`config.mk`:
```
export PLATFORM = sky130hd
export DESIGN_NAME = smpte_pattern_gen
export DESIGN_NICKNAME = d
export VERILOG_FILES = /design/src/rtl/smpte_pattern_gen_pkg.sv /design/src/rtl/smpte_pattern_gen_btn_sync_edge.sv /design/src/rtl/smpte_pattern_gen.sv
export SDC_FILE = /design/constraint.sdc
export NUM_CORES = 1
export LEC_CHECK = 0
export BUFFER_PORTS_ARGS = -buffer_cell sky130_fd_sc_hd__buf_2
export CAP_MARGIN = 20
export CORE_MARGIN = 2
export CORE_UTILIZATION = 50
export DETAILED_ROUTE_END_ITERATION = 7
export GPL_ROUTABILITY_DRIVEN = 0
export PLACE_DENSITY = 0.75
export SYNTH_ARGS = -nofsm -noshare
export SYNTH_HDL_FRONTEND = slang
export SYNTH_SLANG_ARGS = --single-unit
```
`constraint.sdc`:
```
create_clock -name clk -period 2.51 [get_ports clk]
set_input_delay 0.251 -clock clk [delete_from_list [all_inputs] [get_ports clk]]
set_output_delay 0.251 -clock clk [all_outputs]
set_load 0.1 [all_outputs]
```
`src/rtl/smpte_pattern_gen_pkg.sv`:
```
// -----------------------------------------------------------------------------
// smpte_pattern_gen_pkg
// Shared definitions for the SMPTE pattern stage:
//   - band_e  : vertical band of the three-band pattern (TOP/MID/BOT)
//   - mode_e  : selectable output pattern
//   - LUT_*   : per-bar rgb rows, 3 bits per bar, bar 0 in the LSBs
//   - lookup_rgb : mode/band/bar -> {r,g,b}
// -----------------------------------------------------------------------------
package smpte_pattern_gen_pkg;

  typedef enum logic [1:0] {
    BAND_TOP = 2'd0,
    BAND_MID = 2'd1,
    BAND_BOT = 2'd2
  } band_e;

  typedef enum logic [1:0] {
    MODE_SMPTE = 2'd0,
    MODE_BARS  = 2'd1,
    MODE_WHITE = 2'd2,
    MODE_BLANK = 2'd3
  } mode_e;

  // Rows are padded to 8 entries (bar 7 = black) so any 3-bit index is in range.
  //                               bar7    bar6    bar5    bar4    bar3    bar2    bar1    bar0
  localparam logic [23:0] LUT_TOP = {3'b000, 3'b001, 3'b100, 3'b101, 3'b010, 3'b011, 3'b110, 3'b111};
  localparam logic [23:0] LUT_MID = {3'b000, 3'b111, 3'b000, 3'b011, 3'b000, 3'b101, 3'b000, 3'b001};
  localparam logic [23:0] LUT_BOT = {3'b000, 3'b000, 3'b000, 3'b000, 3'b000, 3'b101, 3'b111, 3'b001};

  function automatic logic [2:0] lookup_rgb(input mode_e mode, input band_e band,
                                            input logic [2:0] bar);
    logic [23:0] row;
    logic [4:0]  base;
    logic [2:0]  rgb;
    row  = LUT_TOP;
    base = 5'(bar) * 5'd3;
    case (band)
      BAND_MID: row = LUT_MID;
      BAND_BOT: row = LUT_BOT;
      default:  row = LUT_TOP;
    endcase
    case (mode)
      MODE_SMPTE: rgb = row[base +: 3];
      MODE_BARS:  rgb = LUT_TOP[base +: 3];
      MODE_WHITE: rgb = 3'b111;
      default:    rgb = 3'b000;
    endcase
    return rgb;
  endfunction

endpackage

```
`src/rtl/smpte_pattern_gen_btn_sync_edge.sv`:
```
// -----------------------------------------------------------------------------
// smpte_pattern_gen_btn_sync_edge
// Two-flop synchroniser for an asynchronous active-high button followed by an
// edge register; emits a one-clock pulse on each rising edge of the
// synchronised level.
//   clk       : destination clock
//   reset     : synchronous active-high reset (clears all flops)
//   btn_async : raw button input
//   pulse     : one-cycle rising-edge strobe
// -----------------------------------------------------------------------------
module smpte_pattern_gen_btn_sync_edge (
  input  logic clk,
  input  logic reset,
  input  logic btn_async,
  output logic pulse
);

  logic sync1_q, sync1_d;
  logic sync2_q, sync2_d;
  logic prev_q,  prev_d;

  always_comb begin
    sync1_d = btn_async;
    sync2_d = sync1_q;
    prev_d  = sync2_q;
  end

  always_ff @(posedge clk) begin
    if (reset) begin
      sync1_q <= 1'b0;
      sync2_q <= 1'b0;
      prev_q  <= 1'b0;
    end else begin
      sync1_q <= sync1_d;
      sync2_q <= sync2_d;
      prev_q  <= prev_d;
    end
  end

  assign pulse = sync2_q & ~prev_q;

endmodule

```
`src/rtl/smpte_pattern_gen.sv`:
```
// -----------------------------------------------------------------------------
// smpte_pattern_gen
// Turns scan-timing signals into 1-bit-per-gun RGB test patterns with a fixed
// two-clock latency on every video output.
//   clk, reset            : pixel clock, synchronous active-high reset
//   hpos, vpos            : scan position from the timing generator
//   display_on            : visible-region flag
//   hsync_in, vsync_in    : syncs from the timing generator
//   mode_btn              : asynchronous pattern-select button
//   rgb                   : registered {r,g,b}
//   hsync_out, vsync_out  : syncs delayed to line up with rgb
//   display_out           : display flag delayed to line up with rgb
//   frame_led             : toggles every FRAME_DIV frames
//   mode                  : pattern currently shown
// -----------------------------------------------------------------------------
module smpte_pattern_gen #(
  parameter int H_DISPLAY       = 256,
  parameter int BAR_WIDTH       = 36,
  parameter int V_TOP           = 160,
  parameter int V_MID           = 180,
  parameter int FRAME_DIV       = 30,
  parameter int SYNC_ACTIVE_LOW = 1
) (
  input  logic       clk,
  input  logic       reset,
  input  logic [8:0] hpos,
  input  logic [8:0] vpos,
  input  logic       display_on,
  input  logic       hsync_in,
  input  logic       vsync_in,
  input  logic       mode_btn,
  output logic [2:0] rgb,
  output logic       hsync_out,
  output logic       vsync_out,
  output logic       display_out,
  output logic       frame_led,
  output logic [1:0] mode
);

  import smpte_pattern_gen_pkg::*;

  localparam logic       SYNC_IDLE  = (SYNC_ACTIVE_LOW != 0);
  localparam logic [8:0] H_LIM      = 9'(H_DISPLAY);
  localparam logic [8:0] V_TOP_L    = 9'(V_TOP);
  localparam logic [8:0] V_MID_L    = 9'(V_MID);
  localparam logic [5:0] PX_LAST    = 6'(BAR_WIDTH - 1);
  localparam logic [2:0] BAR_LAST   = 3'd6;
  localparam logic [4:0] FRAME_LAST = 5'(FRAME_DIV - 1);

  // Bar counter
  logic [5:0] px_cnt_q,  px_cnt_d;
  logic [2:0] bar_idx_q, bar_idx_d;
  // Stage 1
  band_e      band1_q,   band1_d;
  logic [2:0] bar1_q,    bar1_d;
  logic       disp1_q,   disp1_d;
  logic       hs1_q,     hs1_d;
  logic       vs1_q,     vs1_d;
  // Stage 2
  logic [2:0] rgb_q,     rgb_d;
  logic       disp2_q,   disp2_d;
  logic       hs2_q,     hs2_d;
  logic       vs2_q,     vs2_d;
  // Frame / mode control
  logic       vs_prev_q, vs_prev_d;
  logic [4:0] frame_cnt_q, frame_cnt_d;
  logic       led_q,     led_d;
  mode_e      mode_q,    mode_d;
  logic       pend_q,    pend_d;

  logic       pixel_valid;
  logic       frame_boundary;
  logic       btn_pulse;

  smpte_pattern_gen_btn_sync_edge u_btn_sync_edge (
    .clk       (clk),
    .reset     (reset),
    .btn_async (mode_btn),
    .pulse     (btn_pulse)
  );

  // Bar position is counted from the start of the displayed run rather than
  // decoded from hpos; hpos only guards against an over-long display window.
  always_comb begin
    pixel_valid = display_on && (hpos < H_LIM);
    px_cnt_d    = px_cnt_q;
    bar_idx_d   = bar_idx_q;
    if (!pixel_valid) begin
      px_cnt_d  = 6'd0;
      bar_idx_d = 3'd0;
    end else if ((px_cnt_q == PX_LAST) && (bar_idx_q < BAR_LAST)) begin
      px_cnt_d  = 6'd0;
      bar_idx_d = bar_idx_q + 3'd1;
    end else begin
      px_cnt_d  = px_cnt_q + 6'd1;
    end
  end

  // Stage 1 captures the current pixel's attributes; stage 2 does the lookup.
  always_comb begin
    band1_d = BAND_BOT;
    if (vpos < V_TOP_L) begin
      band1_d = BAND_TOP;
    end else if (vpos < V_MID_L) begin
      band1_d = BAND_MID;
    end
    bar1_d  = bar_idx_q;
    disp1_d = pixel_valid;
    hs1_d   = hsync_in;
    vs1_d   = vsync_in;

    rgb_d   = disp1_q ? lookup_rgb(mode_q, band1_q, bar1_q) : 3'b000;
    disp2_d = disp1_q;
    hs2_d   = hs1_q;
    vs2_d   = vs1_q;
  end

  // Mode changes are deferred to the start of vsync so a frame never tears.
  // A pending flag (not a counter) means extra presses within a frame collapse.
  always_comb begin
    frame_boundary = (vsync_in == ~SYNC_IDLE) && (vs_prev_q == SYNC_IDLE);
    vs_prev_d      = vsync_in;
    mode_d         = mode_q;
    pend_d         = pend_q;
    frame_cnt_d    = frame_cnt_q;
    led_d          = led_q;
    if (frame_boundary) begin
      if (pend_q || btn_pulse) begin
        mode_d = mode_e'(mode_q + 2'd1);
      end
      pend_d = 1'b0;
      if (frame_cnt_q == FRAME_LAST) begin
        frame_cnt_d = 5'd0;
        led_d       = ~led_q;
      end else begin
        frame_cnt_d = frame_cnt_q + 5'd1;
      end
    end else if (btn_pulse) begin
      pend_d = 1'b1;
    end
  end

  always_ff @(posedge clk) begin
    if (reset) begin
      px_cnt_q    <= 6'd0;
      bar_idx_q   <= 3'd0;
      band1_q     <= BAND_TOP;
      bar1_q      <= 3'd0;
      disp1_q     <= 1'b0;
      hs1_q       <= SYNC_IDLE;
      vs1_q       <= SYNC_IDLE;
      rgb_q       <= 3'b000;
      disp2_q     <= 1'b0;
      hs2_q       <= SYNC_IDLE;
      vs2_q       <= SYNC_IDLE;
      vs_prev_q   <= SYNC_IDLE;
      frame_cnt_q <= 5'd0;
      led_q       <= 1'b0;
      mode_q      <= MODE_SMPTE;
      pend_q      <= 1'b0;
    end else begin
      px_cnt_q    <= px_cnt_d;
      bar_idx_q   <= bar_idx_d;
      band1_q     <= band1_d;
      bar1_q      <= bar1_d;
      disp1_q     <= disp1_d;
      hs1_q       <= hs1_d;
      vs1_q       <= vs1_d;
      rgb_q       <= rgb_d;
      disp2_q     <= disp2_d;
      hs2_q       <= hs2_d;
      vs2_q       <= vs2_d;
      vs_prev_q   <= vs_prev_d;
      frame_cnt_q <= frame_cnt_d;
      led_q       <= led_d;
      mode_q      <= mode_d;
      pend_q      <= pend_d;
    end
  end

  assign rgb         = rgb_q;
  assign hsync_out   = hs2_q;
  assign vsync_out   = vs2_q;
  assign display_out = disp2_q;
  assign frame_led   = led_q;
  assign mode        = mode_q;

endmodule

```
; Word-level counts from Yosys, hierarchy flattened
; Index checks and enable logic that the tools add are counted.
[word_totals]
ff_bits = 35
out_inout_bits = 9
input_bits = 24
[op_classes]
n_reduce_logical = 12
n_addsub = 4
multipliers = 1
magnitude_cmp = 4
bitwise_logic = 6
n_shift = 2
eq_ne = 6
n_mux = 4
[op_table]
columns = cell, n
row1 = $pmux W21 S2, 1
row2 = $shiftx A24 B6 Y3, 1
row3 = $shiftx A24 B6 Y3 const A, 1
row4 = $lt A9 B8 Y1 const B, 2
row5 = $lt A9 B9 Y1 const B, 1
row6 = $pmux W3 S3, 1
row7 = $reduce_or A2 Y1, 4
row8 = $add A6 B1 Y6 const B, 1
row9 = $eq A6 B6 Y1 const B, 1
row10 = $add A5 B1 Y5 const B, 1
row11 = $eq A5 B5 Y1 const B, 1
row12 = $mul A3 B2 Y5 const B, 1
row13 = $mux W5, 1
row14 = $not A1 Y1, 5
row15 = $eq A2 B1 Y1 const B, 2
row16 = $eq A2 B2 Y1 const B, 2
row17 = $reduce_and A2 Y1, 2
row18 = $add A3 B1 Y3 const B, 1
row19 = $logic_and A1 B1 Y1, 3
row20 = $lt A3 B3 Y1 const B, 1
row21 = $reduce_or A3 Y1, 1
row22 = $add A2 B1 Y2 const B, 1
row23 = $logic_not A2 Y1, 1
row24 = $mux W2, 1
row25 = 2 further kinds, 2

; Longest topological paths before layout
; Gate-level depths: netlist of the first run.
[logic_depth]
word_depth = 4
depth_mapped = 6

; Modules after synthesis
; From an unflattened synthesis of the first run, not the netlist that was laid out.
[unflattened]
hier_cells = 152
hier_area_um2 = 1452.6
[by_module_without_submodules]
columns = mod, instances, cells_each, area_each_um2
row1 = smpte_pattern_gen, 1, 145, 1365.1
row2 = smpte_pattern_gen_btn_sync_edge, 1, 7, 87.6

; Worst setup path after synthesis of the first run
; Ideal clock, no wire load.
[synth_timing]
path_kind = register to register
from = register mode_q[1], in the netlist mode[1]
to = register rgb_q[2], in the netlist rgb[2]
setup_ps = 170
path_stages_with_launch = 7
setup_slack_ps = 217
n_path_buf = 0
arrival_ps = 2123
required_time_ps = 2340
cell_sequence = dfxtp_1 inv_1 ha_1 a21oi_1 a21oi_1 a2111oi_0 a211oi_2
[synth_between]
elab_chain_cells = 2
word_cells_on_any_way = 4
classes_between = 2 x eq/ne / 1 x mux / 1 x reduce/logical
[synth_lines]
columns = element, line_no
row1 = from (decl), smpte_pattern_gen.sv:68  ; mode_e mode_q, mode_d;
row2 = from (signal assigned), smpte_pattern_gen.sv:176  ; mode_q <= mode_d;
row3 = "$eq A2 B2 Y1, or another cell as far along", smpte_pattern_gen_pkg.sv:42  ; case (mode)
row4 = $pmux W3 S3 (*), smpte_pattern_gen_pkg.sv:42
row5 = to (signal assigned), smpte_pattern_gen.sv:169  ; rgb_q <= rgb_d;
row6 = to (decl), smpte_pattern_gen.sv:60  ; logic [2:0] rgb_q, rgb_d;
; Mark *: on every way between the ends. The rest lies on a longest branch, timed or not.
; A chain may end at the register's enable or synchronous reset.

; Worst setup path in the final report of the first run
; Ends and elaborated chain as after synthesis.

==> results of run 1 <==
final cells by class:
| type | instances | area share |
|---|---|---|
| clock inverter | 2 | 0.0216 |
| multi-input combinational | 101 | 0.409 |
| timing repair buffer | 22 | 0.0679 |
| tap | 31 | 0.0239 |
| inverter | 6 | 0.0139 |
| sequential | 35 | 0.432 |
| clock buffer | 6 | 0.0316 |
final timing paths:
path | slack [ns] | to | from | depth (start not counted)
setup reg to reg | 0.86 | rgb[2] | mode[1] | 6
setup / recovery | 0.86 | rgb[2] | mode[1] | 6
hold / removal | 0.09 | band1_q[0] | vpos[8] | 2
hold reg to reg | 0.42 | hsync_out | hs1_q | 1
stage by stage:
stage               instance area [µm²]  hold slack [ns]  cells  setup WS, ns   util
global route                       1620           0.0818    203         0.804  0.598
finish                             1620           0.0913    203         0.856  0.598
floorplan                          1400            0.326    145         0.217      -
global placement                   1540            0.392    195         0.892  0.566
detailed placement                 1540            0.398    195         0.866  0.566
CTS                                1620           0.0812    203         0.857  0.598
metal layers:
layer | global-route usage | vias to the layer above | wire length, µm
met5 | 0 | - | 0
met2 | 0.281 | 23 | 1200
met4 | 0.0997 | 0 | 51
li1 | - | 540 | -
met3 | 0.0668 | 5 | 125
met1 | 0.184 | 511 | 1070
worst max-delay path: stages, from the launching register on:
cell	delay, ns
dfxtp_1	0.45
inv_1	0.10
ha_1	0.25
a21oi_1	0.13
a21oi_1	0.08
a2111oi_0	0.44
a211oi_2	0.08
where the power goes:
group	switching (mW)	internal (mW)	leakage [nW]	total (mW)
sequential	0.0101	0.570	0.285	0.580
clock	0.177	0.235	0.0482	0.412
combinational	0.0649	0.0320	0.347	0.0969
logic make-up (layout without fill, tap and decap cells):
| group | Yosys count | after routing | share of synthesized area |
|---|---|---|---|
| fa+ha+maj | 7 | 7 | 0.0626 |
| simple gates | 64 | 64 | 0.243 |
| buf+inv | 9 | 36 | 0.0250 |
| xor+xnor | 11 | 11 | 0.0689 |
| mux | 1 | 1 | 0.00716 |
| compound gates | 18 | 18 | 0.0921 |
| flops | 35 | 35 | 0.501 |
synth_stat cells:
library cell  instances
nand3_1               3
o2111ai_1             1
a211oi_2              1
xnor2_1               5
or3b_2                1
o21ai_0               2
o41ai_1               1
buf_2                 1
nor2b_1               9
a21oi_1               4
nand4_1               4
nor2_1               22
a2111oi_0             2
nand3b_1              1
nor4b_2               1
dfxtp_1              35
o21a_1                2
and3_1                1
xor2_1                6
inv_1                 6
ha_1                  7
nor3b_1               3
clkbuf_1              2
or3b_1                1
nand2_1               8
o211ai_1              1
a211oi_1              2
a31oi_1               1
nor4_1                1
or2_2                 5
mux2i_1               1
nand2b_1              4
a21boi_0              1
state kept, by name (all words and copies together) (netlist names), 2 cells and up:
name,count
bar1_q,3
band1_q,2
bar1_d,3
rgb,3
px_cnt_q,6
frame_cnt_q,5
mode,2
==> metrics, run 1 <==
Clock Tree Root=clkbuf_4; Layout area overhead=15.9%; Slew Limit Fails=0; # diodes=0; post-DR wirelength/cell=12.0 µm; peak supply drop=586 µV; post-synth top area share=0.501; via count=1079; Setup crit start kind=flop; cts hold-fix bufs=0; Total GRT Usage=0.171; DRT Pass-1 Iters=4; Final Hold Vio Count=0; via/cell ratio=5.32; I/O pin total=33; most common cell after layout, fill and taps aside=dfxtp_1; Die ar.=3240 µm²; overall power=1.09 mW; Max Freq=605 MHz; grt ovf=0; post-CTS setup repair buffer count=0; leading area contributor after synthesis=dfxtp_1; CORE AREA=2710 µm²; antenna violations before repair=0; Syn Nets=176; cells resized by post-CTS repair=0; Layout Nets=202; CP Capture Type=flop; clock buffer depth=2; Detail Route Antenna Nets=0; FF/Latch Area=701 µm²; dominant cells by area after synthesis=dfxtp_1 (50%), ha_1 (6.3%), nor2_1 (5.9%); die width=56.9 µm; worst slew pin tran=0.661 ns; register area share after synthesis=0.501; Max Clock Skew=0.00943 ns; 1st-iter DRT viols=38; layout cells sized above 1=0.221; Post-Syn Instances=145; CTS sink count=35; kind of critical path=reg2reg; number of synthesized register bits=35; DRC viols=0; Slew HR=0.559; Setup-failing EPs final=0; die height=56.9 µm; CTS Buf Count=5; yosys warns=0; TritonCTS clock tree=built; max cap viols=0; Filler cells=242; post-synth cell types=33; Syn Area/Cell=9.65 µm²; unrepaired setup endpoints after global routing=false; first-pass GRT wire length=4250 µm; CTS H-Tree Depth=2; worst path arrival time=1.86 ns; DRT Wirelength=2440 µm; Initial Util=0.516; Netlist Area Pre-Place=1400 µm²; outcome=complete, no violations; worst skew pair latency=0.33 ns; vias in the first global route=1015; Final Cycle Share=0.659; min Tclk post-route=1.65 ns; multi-input logic area=663 µm²; worst min path class=in2reg; Req. time, crit path=2.71 ns; Final TNS setup=0 ns; Reg clk slew, reported paths=0.10 ns; Power Dens Cells=672 nW/µm²; I/O Buffers=22; largest net degree at the start of global routing=21; Pleak=0.680 nW; most frequent cells in the layout=dfxtp_1 (35), nor2_1 (22), buf_2 (22), nor2b_1 (9), nand2_1 (8); dpl hpwl=1780 µm; Site Rows=19; maximum fanout along the worst path=6
(Power assumes the default switching activity.)
==> run 2: changes to the inputs <==
--- a/config.mk
+++ b/config.mk
@@ -8,10 +8,10 @@
 export BUFFER_PORTS_ARGS = -buffer_cell sky130_fd_sc_hd__buf_2
 export CAP_MARGIN = 20
 export CORE_MARGIN = 2
-export CORE_UTILIZATION = 50
+export CORE_UTILIZATION = 46
 export DETAILED_ROUTE_END_ITERATION = 7
 export GPL_ROUTABILITY_DRIVEN = 0
-export PLACE_DENSITY = 0.75
+export PLACE_DENSITY = 0.73
 export SYNTH_ARGS = -nofsm -noshare
 export SYNTH_HDL_FRONTEND = slang
 export SYNTH_SLANG_ARGS = --single-unit
==> constraint.sdc (replaced) <==
create_clock -name clk -period 1.5 [get_ports clk]
set_input_delay 0.15 -clock clk [delete_from_list [all_inputs] [get_ports clk]]
set_output_delay 0.15 -clock clk [all_outputs]
set_load 0.1 [all_outputs]
==> metrics, run 2 (synthesized netlist as in run 1, its figures left out) <==
outcome=complete, no violations; CTS Buf Count=5 (unchanged); I/O pin total=33 (unchanged); DRC viols=0 (unchanged); Max stage delay on crit path=0.34 ns (-0.11 ns); Req. time, crit path=1.72 ns (-0.99 ns); 1st-iter DRT viols=61 (+61%); Slew HR=0.678 (+0.119); Site Rows=20 (+1); most frequent cells in the layout=dfxtp_1 (31), nor2_1 (22), buf_2 (22), nor2b_1 (9), nand2_1 (7); Final TNS setup=0 ns (unchanged); Clock Tree Root=clkbuf_4; hold path cells=3 (+1); Clk pwr share=0.361 (-0.018); via count=1098 (+1.8%); min Tclk post-route=1.46 ns (-0.196 ns); CP Capture Type=flop; first-pass GRT wire length=4130 µm (-2.8%); kind of critical path=reg2reg; CP delay by family, top=compound AO/OA/AOI/OAI gates; Slew Limit Fails=0 (unchanged); Power Dens Cells=1050 nW/µm² (+57%); maximum fanout along the worst path=4 (-2); Final Cycle Share=0.972 (+0.313); Top Registers=px_cnt_q (6), frame_cnt_q (5); worst min path class=in2reg; crit path cell chain=inv_1, ha_1, a21oi_2, a21oi_2, a2111oi_4, a211oi_2; # diodes=0 (unchanged); CTS H-Tree Depth=2 (unchanged); CP Buf/Inv Count=1 (unchanged); post-DR wirelength/cell=11.9 µm (-0.76%); switching power=0.429 mW (+70%); Total GRT Usage=0.161 (-0.00970); via/cell ratio=5.23 (-1.6%); layout cells sized above 1=0.277 (+0.0559); Layout Nets=207 (+2.5%); r2r setup slk=0.04 ns (-0.81 ns); worst reg2reg path startpoint=band1_q[0]; Levels on crit path=6 (unchanged); Worst R2R Path Depth=6 (unchanged); max FFs per register=6 (unchanged); antenna violations before repair=0 (unchanged); Pleak=0.698 nW (+2.6%); Detail Route Antenna Nets=0 (unchanged); number of cells after detailed placement=199 (+2.1%); dpl hpwl=1890 µm (+6.4%); I/O Buffers=22 (unchanged); crit-path most repeated cell=a21oi_2; clock buffer depth=2 (unchanged); Non-Filler Instances=210 (+3.4%); Die ar.=3500 µm² (+8.1%); CP max-delay cell=dfxtp_2; worst slew pin tran=0.487 ns (-0.174 ns); cell internal pwr=1.37 mW (+64%); CORE AREA=2980 µm² (+9.9%); Layout area overhead=22.3%; TritonCTS clock tree=built; pre-CTS WS=0.0480 ns (-0.818 ns); die height=59.1 µm (+4.0%); HP Start=vpos[7]; max cap viols=0 (unchanged); Logic pwr share=0.101 (+0.012); Setup crit start kind=flop; worst path arrival time=1.68 ns (-0.18 ns); Switching Share=0.238 (+0.00658); Setup-failing EPs final=0 (unchanged); DRT Wirelength=2510 µm (+2.7%); most common cell after layout, fill and taps aside=dfxtp_1; Max Freq=686 MHz (+13%); Max Clock Skew=0.0101 ns (+0.000717 ns); largest net degree at the start of global routing=16 (-24%); vias in the first global route=1091 (+7.5%); sequential power share=0.538 (+0.006); grt ovf=0 (unchanged); worst skew pair latency=0.33 ns (about the same); Top reg by flops=px_cnt_q; Final Hold Vio Count=0 (unchanged); CTS sink count=35 (unchanged); die width=59.1 µm (+4.0%); Reg clk slew, reported paths=0.10 ns (about the same); Worst Setup SP=band1_q[0]; Final WS setup=0.0422 ns (-0.814 ns); peak supply drop=657 µV (+12%); Initial Util=0.470 (-0.0464); DRT Pass-1 Iters=4 (unchanged)
-- run 2: power by group through the flow --
stage                     logic [mW]  clock network [mW]  registers [mW]
final                          0.182               0.650           0.970
after global routing           0.199               0.708           0.974
after CTS                      0.179               0.675           0.970
after detailed placement       0.172                   0           0.991
after global placement         0.165                   0           0.989
after floorplan               0.0751                   0            1.04
-- run 2: layer usage --
metal  GRT usage  share of wire
met4      0.0974         0.0084
met3      0.0677          0.044
met2       0.284           0.53
met1       0.155           0.42
met5           0              0
-- run 2: area by class of cell --
type / instances / area, µm²
clock inverters: 1 / 30.0
inverters: 6 / 22.5
flip-flops and latches: 35 / 711
clock buffers: 7 / 45.0
multi-input cells: 101 / 706
repair buffers: 27 / 155
well taps: 33 / 41.3
fillers: 286 / 1270
-- run 2: tightest hold or removal path, cell delays in order --
cell     delay (ns)
buf_2          0.11
nand2_1        0.05
nor4_1         0.03
-- run 2: what timing repair did --
| item | in CTS | in global routing |
|---|---|---|
| resized for setup | 0 | 8 |
| buffers inserted | 0 | 0 |
| endpoints found under the hold margin | 3 | 0 |
| hold buffers | 3 | 0 |
| endpoints found under the setup margin | 0 | 8 |
-- run 2: path summary, 6_finish.rpt --
| path | to |
|---|---|
| setup / recovery | rgb[2] |
| hold / removal | band1_q[0] |
| setup reg to reg | rgb[2] |
| hold reg to reg | hsync_out |
-- run 2: metrics by stage --
step,utilization,hold WS [ns],total power [mW],area (µm²)
2_1_floorplan,-,0.225,1.12,1420
3_3_place_gp,0.527,0.329,1.15,1570
3_5_place_dp,0.527,0.335,1.16,1570
4_1_cts,0.562,0.0164,1.82,1670
5_1_grt,0.574,0.00734,1.88,1710
6_report,0.574,0.0336,1.80,1710
